===== src/rtl/anti_theft_pkg.sv =====
// rtl/anti_theft_pkg.sv - shared constants and types for the anti-theft event logger
package anti_theft_pkg;

  localparam logic [3:0] SIREN_EVENT_CODE   = 4'hF;
  localparam int         LOG_DEPTH          = 8;
  localparam int         LOG_TS_W           = 8;
  localparam int         LOG_BROWSE_TIMEOUT = 10;

  // Entry layout at the default timestamp width.
  typedef struct packed {
    logic [3:0]          state;
    logic [LOG_TS_W-1:0] ts;
  } log_entry_t;

  typedef enum logic {
    LIVE   = 1'b0,
    BROWSE = 1'b1
  } log_mode_e;

endpackage


===== src/rtl/event_logger_if.sv =====
// rtl/event_logger_if.sv - FSM-side inputs and display-side outputs of the event logger
interface event_logger_if #(
  parameter int DEPTH = 8,
  parameter int TS_W  = 8
) ();

  localparam int AW = $clog2(DEPTH);

  logic [3:0]      ea;
  logic            one_hz_enable;
  logic            enable_siren;
  logic            browse_next;
  logic            log_clear;

  logic [3:0]      entry_state;
  logic [TS_W-1:0] entry_time;
  logic [AW-1:0]   entry_index;
  logic            entry_valid;
  logic [AW:0]     log_count;
  logic [3:0]      alarm_count;
  logic            browsing;

  modport slave (
    input  ea, one_hz_enable, enable_siren, browse_next, log_clear,
    output entry_state, entry_time, entry_index, entry_valid,
           log_count, alarm_count, browsing
  );

  modport master (
    output ea, one_hz_enable, enable_siren, browse_next, log_clear,
    input  entry_state, entry_time, entry_index, entry_valid,
           log_count, alarm_count, browsing
  );

endinterface


===== src/rtl/event_ring_buffer.sv =====
// rtl/event_ring_buffer.sv - circular entry store with saturating count and
// an age-addressed registered read port
module event_ring_buffer #(
  parameter int DEPTH = 8,
  parameter int TS_W  = 8,
  localparam int AW   = $clog2(DEPTH),
  localparam int CW   = AW + 1
) (
  input  logic            clock,
  input  logic            reset,
  input  logic            clear,
  input  logic            wr_en,
  input  logic [3:0]      wr_state,
  input  logic [TS_W-1:0] wr_ts,
  input  logic [AW-1:0]   offset,
  output logic [CW-1:0]   count,
  output logic [3:0]      rd_state,
  output logic [TS_W-1:0] rd_ts,
  output logic [AW-1:0]   rd_index,
  output logic            rd_valid
);

  typedef struct packed {
    logic [3:0]      state;
    logic [TS_W-1:0] ts;
  } entry_t;

  entry_t        mem [DEPTH];
  logic [AW-1:0] wr_ptr;
  logic [AW-1:0] rd_addr;

  // Age 0 is the slot just behind the write pointer; DEPTH is a power of two.
  assign rd_addr = wr_ptr - AW'(1) - offset;

  always_ff @(posedge clock) begin
    if (wr_en) begin
      mem[wr_ptr] <= '{state: wr_state, ts: wr_ts};
    end
  end

  always_ff @(posedge clock) begin
    if (reset || clear) begin
      wr_ptr <= '0;
      count  <= '0;
    end else if (wr_en) begin
      wr_ptr <= wr_ptr + AW'(1);
      if (count != CW'(DEPTH)) begin
        count <= count + CW'(1);
      end
    end
  end

  always_ff @(posedge clock) begin
    if (reset) begin
      rd_state <= '0;
      rd_ts    <= '0;
      rd_index <= '0;
      rd_valid <= 1'b0;
    end else begin
      rd_index <= offset;
      rd_valid <= (count != '0);
      if (count != '0) begin
        rd_state <= mem[rd_addr].state;
        rd_ts    <= mem[rd_addr].ts;
      end else begin
        rd_state <= '0;
        rd_ts    <= '0;
      end
    end
  end

endmodule


===== src/rtl/event_logger.sv =====
// rtl/event_logger.sv - logs anti-theft FSM state changes with timestamps and a browsable view.
// Optional: LOG_SIREN_EVENTS_EN also logs siren activations as SIREN_EVENT_CODE entries.
module event_logger import anti_theft_pkg::*; #(
  parameter int DEPTH          = LOG_DEPTH,
  parameter int TS_W           = LOG_TS_W,
  parameter int BROWSE_TIMEOUT = LOG_BROWSE_TIMEOUT
) (
  input  logic          clock,
  input  logic          reset,
  event_logger_if.slave bus
);

  localparam int AW = $clog2(DEPTH);
  localparam int CW = AW + 1;
  localparam int IW = $clog2(BROWSE_TIMEOUT + 1);
  localparam logic [IW-1:0] IDLE_LAST = IW'(BROWSE_TIMEOUT - 1);

  logic            prime;
  logic [3:0]      ea_q;
  logic [TS_W-1:0] ts;
  logic            browse_q;
  logic            clear_q;
  logic            siren_q;
  logic [3:0]      alarm_count;

  log_mode_e       mode, mode_next;
  logic [AW-1:0]   offset, offset_next;
  logic [IW-1:0]   idle_cnt, idle_next;
  logic [CW-1:0]   count;

  logic            browse_edge;
  logic            clear_edge;
  logic            siren_edge;
  logic            state_event;

  logic            wr_en;
  logic [3:0]      wr_state;
  logic [TS_W-1:0] wr_ts;

  logic [3:0]      rd_state;
  logic [TS_W-1:0] rd_ts;
  logic [AW-1:0]   rd_index;
  logic            rd_valid;

  assign browse_edge = bus.browse_next  & ~browse_q;
  assign clear_edge  = bus.log_clear    & ~clear_q;
  assign siren_edge  = bus.enable_siren & ~siren_q;
  assign state_event = prime & (bus.ea != ea_q);

`ifdef LOG_SIREN_EVENTS_EN
  logic            pend_valid;
  logic [TS_W-1:0] pend_ts;

  // A state change owns the write slot; a siren entry waits one cycle in pend_*.
  always_comb begin
    wr_en    = ~clear_edge & (state_event | pend_valid | siren_edge);
    wr_state = SIREN_EVENT_CODE;
    wr_ts    = ts;
    if (state_event) begin
      wr_state = bus.ea;
    end else if (pend_valid) begin
      wr_ts = pend_ts;
    end
  end

  always_ff @(posedge clock) begin
    if (reset || clear_edge) begin
      pend_valid <= 1'b0;
      pend_ts    <= '0;
    end else if (state_event && pend_valid) begin
      pend_valid <= 1'b1;
    end else if (siren_edge && (state_event || pend_valid)) begin
      pend_valid <= 1'b1;
      pend_ts    <= ts;
    end else begin
      pend_valid <= 1'b0;
    end
  end
`else
  always_comb begin
    wr_en    = state_event & ~clear_edge;
    wr_state = bus.ea;
    wr_ts    = ts;
  end
`endif

  always_ff @(posedge clock) begin
    if (reset) begin
      prime       <= 1'b0;
      ea_q        <= '0;
      ts          <= '0;
      browse_q    <= 1'b0;
      clear_q     <= 1'b0;
      siren_q     <= 1'b0;
      alarm_count <= '0;
    end else begin
      prime    <= 1'b1;
      ea_q     <= bus.ea;
      browse_q <= bus.browse_next;
      clear_q  <= bus.log_clear;
      siren_q  <= bus.enable_siren;
      if (bus.one_hz_enable) begin
        ts <= ts + 1'b1;
      end
      if (clear_edge) begin
        alarm_count <= '0;
      end else if (siren_edge && alarm_count != 4'hF) begin
        alarm_count <= alarm_count + 4'd1;
      end
    end
  end

  always_ff @(posedge clock) begin
    if (reset) begin
      mode     <= LIVE;
      offset   <= '0;
      idle_cnt <= '0;
    end else begin
      mode     <= mode_next;
      offset   <= offset_next;
      idle_cnt <= idle_next;
    end
  end

  always_comb begin
    mode_next   = mode;
    offset_next = offset;
    idle_next   = idle_cnt;
    if (clear_edge || wr_en) begin
      mode_next   = LIVE;
      offset_next = '0;
      idle_next   = '0;
    end else begin
      case (mode)
        LIVE: begin
          offset_next = '0;
          idle_next   = '0;
          if (browse_edge && count != '0) begin
            mode_next   = BROWSE;
            offset_next = (count > CW'(1)) ? AW'(1) : '0;
          end
        end
        BROWSE: begin
          if (browse_edge) begin
            idle_next   = '0;
            offset_next = ({1'b0, offset} == count - CW'(1)) ? '0 : offset + AW'(1);
          end else if (bus.one_hz_enable) begin
            if (idle_cnt == IDLE_LAST) begin
              mode_next   = LIVE;
              offset_next = '0;
              idle_next   = '0;
            end else begin
              idle_next = idle_cnt + IW'(1);
            end
          end
        end
      endcase
    end
  end

  event_ring_buffer #(
    .DEPTH (DEPTH),
    .TS_W  (TS_W)
  ) u_ring (
    .clock    (clock),
    .reset    (reset),
    .clear    (clear_edge),
    .wr_en    (wr_en),
    .wr_state (wr_state),
    .wr_ts    (wr_ts),
    .offset   (offset),
    .count    (count),
    .rd_state (rd_state),
    .rd_ts    (rd_ts),
    .rd_index (rd_index),
    .rd_valid (rd_valid)
  );

  assign bus.entry_state = rd_state;
  assign bus.entry_time  = rd_ts;
  assign bus.entry_index = rd_index;
  assign bus.entry_valid = rd_valid;
  assign bus.log_count   = count;
  assign bus.alarm_count = alarm_count;
  assign bus.browsing    = (mode == BROWSE);

endmodule


===== src/flat_wrapper.sv =====
// flat-port wrapper written by rule: the top's interface ports become plain ports
module event_logger_flat import anti_theft_pkg::*;
#(
  parameter int DEPTH          = LOG_DEPTH,
  parameter int TS_W           = LOG_TS_W,
  parameter int BROWSE_TIMEOUT = LOG_BROWSE_TIMEOUT
)
  (clock, reset, bus_ea, bus_one_hz_enable, bus_enable_siren, bus_browse_next, bus_log_clear, bus_entry_state, bus_entry_time, bus_entry_index, bus_entry_valid, bus_log_count, bus_alarm_count, bus_browsing);
  event_logger_if #(.DEPTH(DEPTH), .TS_W(TS_W)) bus_i ();
  input  logic clock;
  input  logic reset;
  input wire logic [$bits(bus_i.ea)-1:0] bus_ea;
  input wire logic [$bits(bus_i.one_hz_enable)-1:0] bus_one_hz_enable;
  input wire logic [$bits(bus_i.enable_siren)-1:0] bus_enable_siren;
  input wire logic [$bits(bus_i.browse_next)-1:0] bus_browse_next;
  input wire logic [$bits(bus_i.log_clear)-1:0] bus_log_clear;
  output wire logic [$bits(bus_i.entry_state)-1:0] bus_entry_state;
  output wire logic [$bits(bus_i.entry_time)-1:0] bus_entry_time;
  output wire logic [$bits(bus_i.entry_index)-1:0] bus_entry_index;
  output wire logic [$bits(bus_i.entry_valid)-1:0] bus_entry_valid;
  output wire logic [$bits(bus_i.log_count)-1:0] bus_log_count;
  output wire logic [$bits(bus_i.alarm_count)-1:0] bus_alarm_count;
  output wire logic [$bits(bus_i.browsing)-1:0] bus_browsing;
  assign bus_i.ea = bus_ea;
  assign bus_i.one_hz_enable = bus_one_hz_enable;
  assign bus_i.enable_siren = bus_enable_siren;
  assign bus_i.browse_next = bus_browse_next;
  assign bus_i.log_clear = bus_log_clear;
  assign bus_entry_state = bus_i.entry_state;
  assign bus_entry_time = bus_i.entry_time;
  assign bus_entry_index = bus_i.entry_index;
  assign bus_entry_valid = bus_i.entry_valid;
  assign bus_log_count = bus_i.log_count;
  assign bus_alarm_count = bus_i.alarm_count;
  assign bus_browsing = bus_i.browsing;
  event_logger #(.DEPTH(DEPTH), .TS_W(TS_W), .BROWSE_TIMEOUT(BROWSE_TIMEOUT)) u_core (.clock(clock), .reset(reset), .bus(bus_i));
endmodule

===== config.mk =====
export PLATFORM = sky130hd
export DESIGN_NAME = event_logger_flat
export DESIGN_NICKNAME = d
export VERILOG_FILES = /design/src/rtl/anti_theft_pkg.sv /design/src/rtl/event_logger_if.sv /design/src/rtl/event_ring_buffer.sv /design/src/rtl/event_logger.sv /design/src/flat_wrapper.sv
export SDC_FILE = /design/constraint.sdc
export NUM_CORES = 1
export LEC_CHECK = 0
export BUFFER_PORTS_ARGS = -buffer_cell sky130_fd_sc_hd__clkbuf_2
export CELL_PAD_IN_SITES_DETAIL_PLACEMENT = 0
export CELL_PAD_IN_SITES_GLOBAL_PLACEMENT = 2
export CORE_ASPECT_RATIO = 0.7
export CORE_MARGIN = 2
export CORE_UTILIZATION = 44
export DETAILED_ROUTE_END_ITERATION = 7
export GPL_ROUTABILITY_DRIVEN = 0
export PLACE_DENSITY = 0.76
export SYNTH_ARGS = -nofsm -noshare
export SYNTH_HDL_FRONTEND = slang
export SYNTH_HIERARCHICAL = 1
export SYNTH_SLANG_ARGS = --single-unit

===== constraint.sdc =====
create_clock -name clock -period 3.2 [get_ports clock]
set_clock_uncertainty 0.1 [all_clocks]
set_input_delay 0.64 -clock clock [delete_from_list [all_inputs] [get_ports clock]]
set_output_delay 0.64 -clock clock [all_outputs]
set_load 0.01 [all_outputs]

==> results.cfg <==
[outcome]
status = finished, final reports clean

[detailed_routing]
via_per_inst = 5.207
wirelength_mm = 11.38
routedWlPerCell_um = 18.84
num_vias = 3145
drc_errors = 0
ant_nets = 0
drt_iter0_markers = 165
firstDrtPassIters = 6

[synthesis]
synth_nets = 395
synth_top_area_cell = edfxtp_1
synth_top_family_by_area = multiplexers
synth_seq_cells = 147
synth.mux.area_fraction_pct = 13.30
ys_top_cells_by_count = edfxtp_1 (96), dfxtp_1 (51), nor2_1 (38)
yosysMostFrequentCell = edfxtp_1
synthXorXnorAreaFrac_pct = 3.347
syn_area_um2 = 5907
synthDistinctLibCells = 44
synth-edff-count = 96
ys_async_sr_fraction_pct = 0
avgSynthCellArea_um2 = 15.88
synth_cells = 372
synth.yosys.seq_area_share_pct = 66.09
ys_top_cells_by_area = edfxtp_1 (49%), dfxtp_1 (17%), mux4_1 (8.9%)
yosys.area_share.simple_pct = 9.193
synthAdderAreaFrac_pct = 2.881
synth_compound_area_share_pct = 2.690
synthFlopType = edfxtp_1
yosys.area.top_type_share_pct = 48.80
ys_warn_count = 6

[die]
die_w_um = 142.5
design.portCount = 35
rows = 35
fp.dieH_um = 100.9
initial_core_util_pct = 44.96
core-area_um2 = 13140
fp.dieArea_um2 = 14380

[timing]
worst_pin_slew_ns = 0.4667
hold_viol = 0
final.period_utilization_pct = 73.15
rsz0062_at_grt = no
fmax_mhz = 427.2
slew_headroom_pct = 68.89
fin_tns_setup_ns = 0
setup_viol = 0
slew_violations = 0
finalHoldWorstSlack_ns = 0.3574
finalCriticalPeriod_ns = 2.341
worst_slack_ns = 0.8591

[clock_network]
htree_levels = 4
numCtsBuffers = 17
clock_path_buffers = 2
cts_setup_buffers = 0
cts_resized = 0
cts_sinks = 147
cts_tree = built
clk_pin_slew_ns = 0.06
cts.hold.buffers_added = 0
cts_root_buf = clkbuf_16
insertion_delay_ns = 0.41

[worst_setup_path]
slowest_delay_ns = 0.48
crit_path_start_kind = register
cp_cell_sequence = inv_1 > ha_1 > fa_1 > buf_4 > mux4_1 > mux2i_1 > nor2_1
crit_type = register to register
cpMaxStageDelayCell = fa_1
crit_path_end_kind = register
r2r_setup_slack_ns = 0.86
path_max_fanout = 24
worstPathArrival_ns = 2.53
critPathRequiredTime_ns = 3.39

[layout]
fillers = 1100
n_antenna_cell = 0
drive_above_1_share_pct = 21.46
nNetsFinal = 448
multi_input_area_um2 = 1866
seq_area_um2 = 3904
area_growth_syn_to_layout_pct = 16.67

[placed_design]
dp_hpwl_mm = 7.216
io_buffers = 34
dp_slack_ns = 0.7354

[global_route]
grt_pass1_vias = 3135
antenna_found_initial = 0
grt_max_degree = 25
grt_use_total_pct = 17.48
grt_pass1_wl_mm = 18.09
overflow = 0

[pwr]
power_mw = 4.234
p_leak_nw = 2.663
ir_drop_mv = 0.4175
p_per_area_nw_per_um2 = 614.4

[flow_run]
drv_cap = 0

[min_path]
min_path_type = primary input to register
==> sequential cells by signal, summed over array words and instances (netlist names), 3 cells and up <==
signal,count
u_core/u_ring/rd_ts,8
u_core/u_ring/rd_state,4
u_core/idle_cnt,4
u_core/bus.alarm_count,4
u_core/u_ring/rd_index,3
u_core/ea_q,4
u_core/ts,8
u_core/u_ring/mem,96
u_core/u_ring/count,4
u_core/offset,3
u_core/u_ring/wr_ptr,3
==> layout make-up <==
cell class,count,share of cell area [%]
clock buffers,22,7.426
clock inverters,10,1.307
inverters,12,0.6536
multi-input cells,200,27.07
flip-flops and latches,147,56.64
well taps,166,3.014
repair buffers,47,3.885
==> through the flow <==
stage,std cells,utilization [%],area [um2]
floorplan,372,-,5907
global placement,572,47.88,6290
detailed placement,572,47.88,6290
CTS,604,52.46,6892
global route,604,52.46,6892
finish,604,52.46,6892
==> power by group <==
group	switching [mW]	internal, mW
sequential	0.0221	2.04
combinational	0.110	0.0840
clock	0.755	1.22
total	0.886	3.35
==> placed cells by master (no fill, tap or decap), drive strengths merged <==
master / instances
ha: 12
o21ai: 6
xnor2: 4
inv: 17
or4: 2
buf: 13
and3: 2
clkbuf: 56
or2: 3
xnor3: 1
nand4: 6
mux2i: 17
nor2: 38
nor3: 6
clkinv: 4
and2: 1
nand2b: 5
o22ai: 1
or3: 4
nor2b: 12
o31ai: 1
nand3: 5
a21oi: 11
and3b: 2
o41ai: 1
xor2: 16
nand2: 10
nor3b: 1
o211ai: 2
fa: 1
nand4b: 2
mux4: 24
a221oi: 1
dfxtp: 51
edfxtp: 96
o221ai: 1
nand3b: 2
bufinv: 1
==> critical path: cells and delay by family, from the launching register on <==
kind | cells | cell delay, ns
flops | 1 | 0.40
simple gates | 1 | 0.06
fa+ha+maj | 2 | 0.69
mux | 2 | 0.56
buf+inv | 2 | 0.41
==> cells by family (layout without fill, tap and decap cells) <==
kind of cell	after synthesis	count (layout)
AND/OR/NAND/NOR	101	101
buffers and inverters	25	91
flip-flops	147	147
multiplexers	41	41
XOR/XNOR	21	21
AO/OA/AOI/OAI	24	24
adder cells (fa/ha/maj)	13	13
==> path summary, 6_finish.rpt <==
path / to / cells past startpoint / start
setup / recovery: u_core/u_ring/rd_ts[7]$_SDFF_PP0_ / 7 / u_core/offset[0]$_SDFFE_PP0P_
setup reg to reg: u_core/u_ring/rd_ts[7]$_SDFF_PP0_ / 7 / u_core/offset[0]$_SDFFE_PP0P_
hold / removal: u_core/clear_q$_SDFF_PP0_ / 2 / bus_log_clear
hold reg to reg: u_core/offset[1]$_SDFFE_PP0P_ / 2 / u_core/offset[1]$_SDFFE_PP0P_
==> metal layers <==
| metal | share of wire [%] | up-vias | GRT usage, % |
|---|---|---|---|
| li1 | - | 1513 | - |
| met1 | 53 | 1597 | 26.22 |
| met2 | 44 | 28 | 24.82 |
| met3 | 2.1 | 7 | 3.705 |
| met4 | 1.0 | 0 | 7.083 |
| met5 | 0 | - | 0 |
(Power assumes the default switching activity.)
